$ cat src/rtl/excp_commit.sv
// excp_commit: commit-side exception sequencer sitting in front of cp0.
// Chooses the oldest excepting, interrupted or ERET instruction from the two
// commit slots. It drives cp0's exception, interrupt and eret strobes. It also
// issues a registered fetch redirect and holds a multi-cycle pipeline flush.
//
// Optional build macro: EXCP_COMMIT_STATS_EN (event counters on stat_*).
//
// Ports:
//   clk, resetn        clock, asynchronous active-low reset
//   stall              commit stage stalled, no slot commits
//   s0_* / s1_*        slot 0 (older) / slot 1 valid, pc, excp, eret
//   s0_branch          slot 1 is the delay slot of slot 0
//   int_req            level interrupt request from cp0
//   cp0_epc            current EPC, used as the ERET target
//   exc_valid          exception strobe to cp0 (combinational)
//   exc_sel            slot whose etype/pc/vaddr cp0 uses
//   exc_is_slot        selected exception is in a delay slot
//   inter_valid        interrupt-commit strobe to cp0 (combinational)
//   int_pc             restart PC of the interrupt victim
//   eret_valid         ERET strobe to cp0 (combinational)
//   kill_s1            suppress slot 1 writeback this cycle
//   redirect_valid/pc  registered one-cycle fetch redirect
//   flush              registered squash of younger stages
//   busy               sequencer not idle
//   stat_exc/int/eret  accepted-event counters (0 unless stats enabled)

module excp_commit #(
    parameter int unsigned FLUSH_CYCLES = 2,
    parameter logic [31:0] ENTRANCE     = 32'hbfc00380
) (
    input  logic        clk,
    input  logic        resetn,
    input  logic        stall,
    input  logic        s0_valid,
    input  logic        s1_valid,
    input  logic [31:0] s0_pc,
    input  logic [31:0] s1_pc,
    input  logic        s0_excp,
    input  logic        s1_excp,
    input  logic        s0_eret,
    input  logic        s1_eret,
    input  logic        s0_branch,
    input  logic        int_req,
    input  logic [31:0] cp0_epc,
    output logic        exc_valid,
    output logic        exc_sel,
    output logic        exc_is_slot,
    output logic        inter_valid,
    output logic [31:0] int_pc,
    output logic        eret_valid,
    output logic        kill_s1,
    output logic        redirect_valid,
    output logic [31:0] redirect_pc,
    output logic        flush,
    output logic        busy,
    output logic [31:0] stat_exc,
    output logic [31:0] stat_int,
    output logic [31:0] stat_eret
);

    typedef enum logic [1:0] {
        IDLE     = 2'd0,
        INT_WAIT = 2'd1,
        FLUSH    = 2'd2
    } state_t;

    state_t     state;
    logic [3:0] cnt;
    logic       pending;

    logic eval, int_act, e0, e1, r0, r1, any_event;

    always_comb begin
        eval        = resetn && !stall && (state == IDLE || state == INT_WAIT);
        int_act     = eval && (int_req || pending);
        e0          = s0_valid && s0_excp;
        e1          = s1_valid && s1_excp;
        // Slot 0 ERET outranks a younger slot 1 exception; its own excp wins.
        r0          = s0_valid && s0_eret && !s0_excp;
        // Slot 1 ERET requires a completely clean slot 0.
        r1          = s1_valid && s1_eret && !s1_excp && !e0 && !r0;

        exc_valid   = 1'b0;
        exc_sel     = 1'b0;
        exc_is_slot = 1'b0;
        inter_valid = 1'b0;
        int_pc      = '0;
        eret_valid  = 1'b0;
        kill_s1     = 1'b0;

        if (int_act) begin
            if (s0_valid || s1_valid) begin
                inter_valid = 1'b1;
                exc_sel     = !s0_valid;
                int_pc      = s0_valid ? s0_pc : s1_pc;
                kill_s1     = 1'b1;
            end
        end else if (eval) begin
            if (e0 || (e1 && !r0)) begin
                exc_valid   = 1'b1;
                exc_sel     = !e0;
                exc_is_slot = !e0 && s0_branch;
                kill_s1     = 1'b1;
            end else if (r0) begin
                eret_valid  = 1'b1;
                kill_s1     = 1'b1;
            end else if (r1) begin
                eret_valid  = 1'b1;
            end
        end

        any_event = exc_valid || inter_valid || eret_valid;
        busy      = (state != IDLE);
    end

    always_ff @(posedge clk or negedge resetn) begin
        if (!resetn) begin
            state          <= IDLE;
            cnt            <= '0;
            pending        <= 1'b0;
            redirect_valid <= 1'b0;
            redirect_pc    <= '0;
            flush          <= 1'b0;
        end else begin
            case (state)
                IDLE, INT_WAIT: begin
                    redirect_valid <= 1'b0;
                    if (any_event) begin
                        state          <= FLUSH;
                        cnt            <= 4'(FLUSH_CYCLES);
                        redirect_valid <= 1'b1;
                        redirect_pc    <= eret_valid ? cp0_epc : ENTRANCE;
                        flush          <= 1'b1;
                        if (inter_valid) pending <= 1'b0;
                    end else if (int_act) begin
                        // Interrupt with no victim: remember it even if int_req drops.
                        state   <= INT_WAIT;
                        pending <= 1'b1;
                    end
                end
                FLUSH: begin
                    redirect_valid <= 1'b0;
                    if (cnt == '0) begin
                        state <= pending ? INT_WAIT : IDLE;
                        flush <= 1'b0;
                    end else begin
                        cnt <= cnt - 4'd1;
                    end
                end
                default: begin
                    state          <= IDLE;
                    redirect_valid <= 1'b0;
                    flush          <= 1'b0;
                end
            endcase
        end
    end

`ifdef EXCP_COMMIT_STATS_EN
    always_ff @(posedge clk or negedge resetn) begin
        if (!resetn) begin
            stat_exc  <= '0;
            stat_int  <= '0;
            stat_eret <= '0;
        end else begin
            if (exc_valid)   stat_exc  <= stat_exc + 32'd1;
            if (inter_valid) stat_int  <= stat_int + 32'd1;
            if (eret_valid)  stat_eret <= stat_eret + 32'd1;
        end
    end
`else
    assign stat_exc  = '0;
    assign stat_int  = '0;
    assign stat_eret = '0;
`endif

endmodule

$ cat config.mk
export PLATFORM = sky130hd
export DESIGN_NAME = excp_commit
export DESIGN_NICKNAME = d
export VERILOG_FILES = /design/src/rtl/excp_commit.sv
export SDC_FILE = /design/constraint.sdc
export NUM_CORES = 1
export LEC_CHECK = 0
export CORE_MARGIN = 2
export CORE_UTILIZATION = 29
export DETAILED_ROUTE_END_ITERATION = 10
export PLACE_DENSITY = 0.75
export SYNTH_ARGS = -nofsm -noshare
export SYNTH_HDL_FRONTEND = slang
export SYNTH_SLANG_ARGS = --single-unit
$ cat constraint.sdc
create_clock -name clk -period 1.6 [get_ports clk]
set_input_delay 0.16 -clock clk [delete_from_list [all_inputs] [get_ports clk]]
set_output_delay 0.16 -clock clk [all_outputs]
set_load 0.1 [all_outputs]
==> results of run 1 <==
==> metrics by stage <==
step | worst slack (ns) | power, W
after CTS | -0.5192 | 0.007985
after floorplan | -0.3292 | 0.005361
after global routing | -0.5628 | 0.008729
after detailed placement | -0.4544 | 0.007126
after global placement | -0.3996 | 0.007054
final | -0.5124 | 0.008462
==> power by group through the flow <==
stage | Combinational [W] | Clock [W] | Sequential (W)
detailed placement | 0.00552 | 0 | 0.00160
finish | 0.00617 | 0.000685 | 0.00161
global route | 0.00635 | 0.000739 | 0.00164
floorplan | 0.00245 | 0 | 0.00291
global placement | 0.00547 | 0 | 0.00159
CTS | 0.00570 | 0.000700 | 0.00159
==> critical path, cell delays in order (launching register included) <==
cell	delay, ns
dfrtp_1	0.42
buf_6	0.13
or3b_4	0.39
nor2_4	0.10
nand4_1	0.15
buf_6	0.18
nor2_4	0.11
buf_12	0.18
==> routing by layer <==
layer	vias up	wire length, µm	track usage, %
met4	0	214	4.041
met2	161	6551	35.49
met1	1500	4442	21.49
met3	17	974	5.334
met5	-	0	0
li1	1428	-	-
==> state kept, by name, indices dropped and copies added (netlist names) <==
| register | flops |
|---|---|
| redirect_pc | 32 |
| pending | 1 |
| cnt | 4 |
| state | 2 |
| redirect_valid | 1 |
| flush | 1 |
==> cell families after synthesis <==
logic type               count (synthesis)
AO/OA/AOI/OAI                          119
AND/OR/NAND/NOR                         34
XOR/XNOR                                 1
multiplexers                             2
other                                    1
buffers and inverters                  122
adder cells (fa/ha/maj)                  1
flip-flops                              41
==> how the worst max path moves through the flow <==
stage,to,cells past startpoint,slack [ns],start
finish,exc_is_slot,7,-0.51,state[1]
global route,exc_is_slot,7,-0.56,state[1]
CTS,exc_is_slot,7,-0.52,state[1]
detailed placement,int_pc[31],7,-0.45,stall
global placement,int_pc[31],7,-0.40,stall
floorplan,int_pc[24],4,-0.33,state[1]
==> area by class of cell <==
type	instances	area (µm²)
fillers	756	3640
multi-input cells	253	2034
clock buffers	7	86.33
well taps	136	170.2
flip-flops and latches	41	1026
repair buffers	244	3253
inverters	5	21.27
==> repair_timing <==
item,4_1_cts,5_1_grt
setup endpoints to repair,60,79
endpoints found under the hold margin,2,0
buffers inserted,8,16
cloned,2,3
hold buffers,1,0
pin swaps,18,37
resized for setup,37,35
==> cells in the final DEF, fill, tap and decap left out, drive strengths merged <==
cell type / n
a22o: 35
a2bb2oi: 13
inv: 5
nand4: 1
o21ai: 25
nor2: 8
mux2: 1
nand2: 8
xnor2: 1
a32oi: 1
and3: 2
clkbuf: 10
a21oi: 19
o31a: 1
ha: 1
a311o: 1
o2bb2ai: 20
dlygate4sd3: 1
conb: 96
clkdlybuf4s50: 105
nor2b: 1
or3b: 1
nand3: 2
a21boi: 1
mux2i: 1
or2: 2
buf: 135
nor3b: 2
nor3: 2
dfrtp: 41
nand3b: 1
nand2b: 4
a31oi: 2
a22oi: 1
==> flow_summary.json, run 1 <==
{
  "cts-root-buf": "clkbuf_8",
  "numCtsBuffers": 5,
  "post-route-cell-area_um2": 6591,
  "p_seq_share_pct": 19.0,
  "antenna_cells": 0,
  "swShare_pct": 54.77,
  "gr-total-overflow": 0,
  "routed_via_density": 4.528,
  "yosys-top-cells-count": "buf_4 (96), dfrtp_1 (41), a22o_1 (35)",
  "syn_area_per_cell_um2": 9.464,
  "required_ns": 1.44,
  "start_util_pct": 29.69,
  "crit_type": "flip-flop to primary output",
  "final_nets": 658,
  "synth-compound-area-share_pct": 28.87,
  "rsz0062_at_grt": "yes",
  "die_h_um": 106.4,
  "reg2reg_depth": 8,
  "fin_util_pct": 64.42,
  "io_buffers": 179,
  "cp_max_fo": 2,
  "core_area_um2": 10230,
  "ir_drop_v": 0.001100,
  "gp_congestion": 0.8186,
  "synthMuxAreaShare_pct": 0.7002,
  "drt_first_pass_iters": 4,
  "track_usage_pct": 19.05,
  "p_clk_share_pct": 8.1,
  "clk_latency_ns": 0.29,
  "synth_cell_types": 41,
  "whs_ns": 0.007535,
  "status": "complete, but fails checks",
  "drive_gt1_share_pct": 40.36,
  "reg2reg_to": "redirect_pc[26]",
  "endpoint_kind": "primary output",
  "synthAdderAreaFrac_pct": 0.4119,
  "ys_seq_area_share_pct": 33.77,
  "async_flop_share_pct": 100.0,
  "areaGrowthSynthToFinish_pct": 117.0,
  "min_path_type": "primary input to async pin",
  "synthSimpleGateAreaFrac_pct": 7.043,
  "route.detailed.drc": 0,
  "failed_checks": "negative setup slack",
  "wirelength_um": 12180,
  "synth_enable_flop_cells": 0,
  "syn_area_um2": 3038,
  "synth.ff_latch_count": 41,
  "worst-r2r-setup-slack_ns": -0.18,
  "finalSetupViolCount": 76,
  "timing_hold_violations_final": 0,
  "skew_ns": 0.006002,
  "finalSetupTns_ns": -19.65,
  "placed_area_um2": 5883,
  "power_switching_w": 0.004634,
  "ant_nets": 0,
  "clockBufferDepth": 2,
  "cts-htree-levels": 2,
  "period_share_pct": 132.0,
  "synth_area_leaders": "dfrtp_1 (34%), buf_4 (24%), a22o_1 (10%), o2bb2ai_1 (5.5%), o21ai_0 (4.0%)",
  "die-area_um2": 11310,
  "start_kind": "flip-flop",
  "num_vias": 3106,
  "dpl.cell_count": 653,
  "synth_xor_area_share_pct": 0.2883,
  "final_cell_count_no_fill": 686,
  "synth_ff_type": "dfrtp_1",
  "cp_data_arrival_time_ns": 1.95,
  "wl_per_cell_um": 17.76,
  "reg2reg_from": "state[1]",
  "finalMaxSlewViolations": 0,
  "yosysWarnings": 0,
  "cts.sinks": 41,
  "pwr-share-comb_pct": 72.9,
  "grt_pass1_wl_um": 16730,
  "clk_pin_slew_worst_paths_ns": 0.08,
  "setup_ws_ns": -0.5124,
  "grt_max_degree": 40,
  "antenna_found_initial": 0,
  "yosysMostFrequentCell": "buf_4",
  "grt_pass1_vias": 3076,
  "min_period_ns": 2.112,
  "yosys.area.top_type": "dfrtp_1",
  "cts_tree": "done",
  "dieWidth_um": 106.4,
  "synth_cells": 321,
  "dp_hpwl_um": 8923,
  "synth_top_family_by_area": "compound AO/OA/AOI/OAI gates",
  "synth_top_area_share_pct": 33.77,
  "fmax_mhz": 473.4,
  "max_cap_viol_count": 0,
  "io_pins": 276,
  "power_leakage_nw": 2.960,
  "rows": 37,
  "dr.first_iter.drc_count": 87,
  "p_per_area_nw_per_um2": 1284,
  "power.internal_w": 0.003828
}
No activity file was read; power rests on OpenSTA's default activity.
==> inputs of run 2 (changes only) <==
- TNS_END_PERCENT: default -> 50
==> run 2 against run 1 <==
The run ends with negative hold slack, negative setup slack left. Maximum frequency rose by 3.4%. Combinational power fell by 6.8%. Final cell count fell by 1.5%. Non-clock buffer count fell by 11. Design area fell by 3.6%. Power fell by 5.7%. Worst hold slack got worse by 0.0090 ns. Utilization fell by 2.3 points. Critical endpoint is now int_pc[21]. Largest power group unchanged.
==> flow_summary.json, run 2 (synthesis results as in run 1) <==
{
  "whs_ns": -0.001446,
  "gr-total-overflow": 0,
  "skew_ns": 0.007100,
  "timing_hold_violations_final": 8,
  "final_nets": 647,
  "p_per_area_nw_per_um2": 1255,
  "start_util_pct": 29.69,
  "io_pins": 276,
  "post-route-cell-area_um2": 6355,
  "drive_gt1_share_pct": 37.04,
  "ir_drop_v": 0.0009747,
  "numCtsBuffers": 5,
  "gp_congestion": 0.7805,
  "reg.largest.list": "redirect_pc x32, cnt x4, state x2",
  "placed_area_um2": 5898,
  "dieWidth_um": 106.4,
  "crit_type": "flip-flop to primary output",
  "num_vias": 3042,
  "die_h_um": 106.4,
  "clk_pin_slew_worst_paths_ns": 0.07,
  "die-area_um2": 11310,
  "cp_max_fo": 8,
  "clk_latency_ns": 0.29,
  "largest_register_ffs": 32,
  "ant_nets": 0,
  "fmax_mhz": 489.4,
  "final_cell_mix": "clkdlybuf4s50_1 (105), conb_1 (96), buf_12 (80)",
  "start_kind": "flip-flop",
  "wirelength_um": 11450,
  "final_common_cell": "clkdlybuf4s50_1",
  "grt_pass1_vias": 2989,
  "min_path_type": "primary input to async pin",
  "io_buffers": 179,
  "cts_tree": "done",
  "finalSetupViolCount": 77,
  "max_cap_viol_count": 0,
  "cp_data_arrival_time_ns": 1.88,
  "setup_ws_ns": -0.4434,
  "track_usage_pct": 18.29,
  "place_ws_ns": -0.4401,
  "antenna_cells": 0,
  "dp_hpwl_um": 8821,
  "required_ns": 1.44,
  "areaGrowthSynthToFinish_pct": 109.2,
  "status": "complete, but fails checks",
  "period_share_pct": 127.7,
  "rsz0062_at_grt": "yes",
  "rows": 37,
  "cts.sinks": 41,
  "endpoint_kind": "primary output",
  "fin_total_pwr_w": 0.007976,
  "core_area_um2": 10230,
  "cts-root-buf": "clkbuf_8",
  "grt_max_degree": 39,
  "route.detailed.drc": 0,
  "finalMaxSlewViolations": 0,
  "power_leakage_nw": 2.879,
  "min_period_ns": 2.043,
  "grt_pass1_wl_um": 16220,
  "clockBufferDepth": 2,
  "worst-r2r-setup-slack_ns": -0.14,
  "failed_checks": "negative hold slack, negative setup slack",
  "routed_via_density": 4.500,
  "regMostFlops": "redirect_pc",
  "cts-htree-levels": 2,
  "drt_first_pass_iters": 4,
  "wl_per_cell_um": 16.94,
  "antenna_found_initial": 0,
  "dr.first_iter.drc_count": 100
}
[run 2: cell types whose count changed in the layout (fill, tap and decap cells not counted), sizes merged]
| cell | change |
|---|---|
| inv | -1 |
| clkinv | +3 |
| clkbuf | -1 |
| buf | -11 |
[run 2: worst max-delay path, stage by stage (launching register included)]
cell       delay (ns)
dfrtp_1          0.42
nor3b_4          0.21
nand2_2          0.10
nor3b_4          0.23
buf_6            0.16
clkbuf_16        0.16
a22o_4           0.14
buf_12           0.17
[run 2: worst paths after layout]
check / start / end / cells after the start
hold / removal: resetn / redirect_pc[6] / 2
max in group asynchronous: resetn / state[0] / 3
setup reg to reg: pending / cnt[0] / 5
setup / recovery: state[1] / int_pc[21] / 7
min in group clk: cp0_epc[20] / redirect_pc[20] / 2
hold reg to reg: cnt[0] / cnt[0] / 1
[run 2: repair_timing]
action / in CTS / in global routing
hold buffers: 1 / 0
endpoints found under the setup margin: 63 / 75
cloned: 1 / 3
setup buffers: 3 / 12
hold endpoints to repair: 3 / 0
resized for setup: 10 / 28
pin swaps: 3 / 44
[run 2: final cells by class]
type | instances | area, µm²
flip-flops and latches | 41 | 1026
repair buffers | 233 | 3119
clock inverters | 2 | 10.01
well taps | 136 | 170.2
clock buffers | 6 | 72.57
fillers | 816 | 3876
inverters | 5 | 23.77
multi-input cells | 253 | 1933
[run 2: routing by layer]
metal	up-vias	wire, µm	GRT usage, %
li1	1396	-	-
met1	1487	4319	20.96
met2	148	6011	33.42
met3	11	980	5.212
met4	0	142	4.229
met5	-	0	0
[run 2: metrics by stage]
step | util (%) | hold WS, ns | setup TNS, ns | instances
after floorplan | - | -0.1356 | -12.58 | 416
after global routing | 62.11 | 0.04295 | -23.57 | 676
final | 62.11 | -0.001446 | -18.06 | 676
after global placement | 57.65 | 0.1182 | -23.22 | 650
after detailed placement | 57.65 | 0.1268 | -25.17 | 650
after CTS | 59.35 | 0.01408 | -16.73 | 663
[run 2: report_power, final]
group / leakage, nW / internal [W] / switching (W)
Clock: 0.0450 / 0.000302 / 0.000348
Sequential: 0.499 / 0.00130 / 0.000276
Combinational: 2.33 / 0.00190 / 0.00384
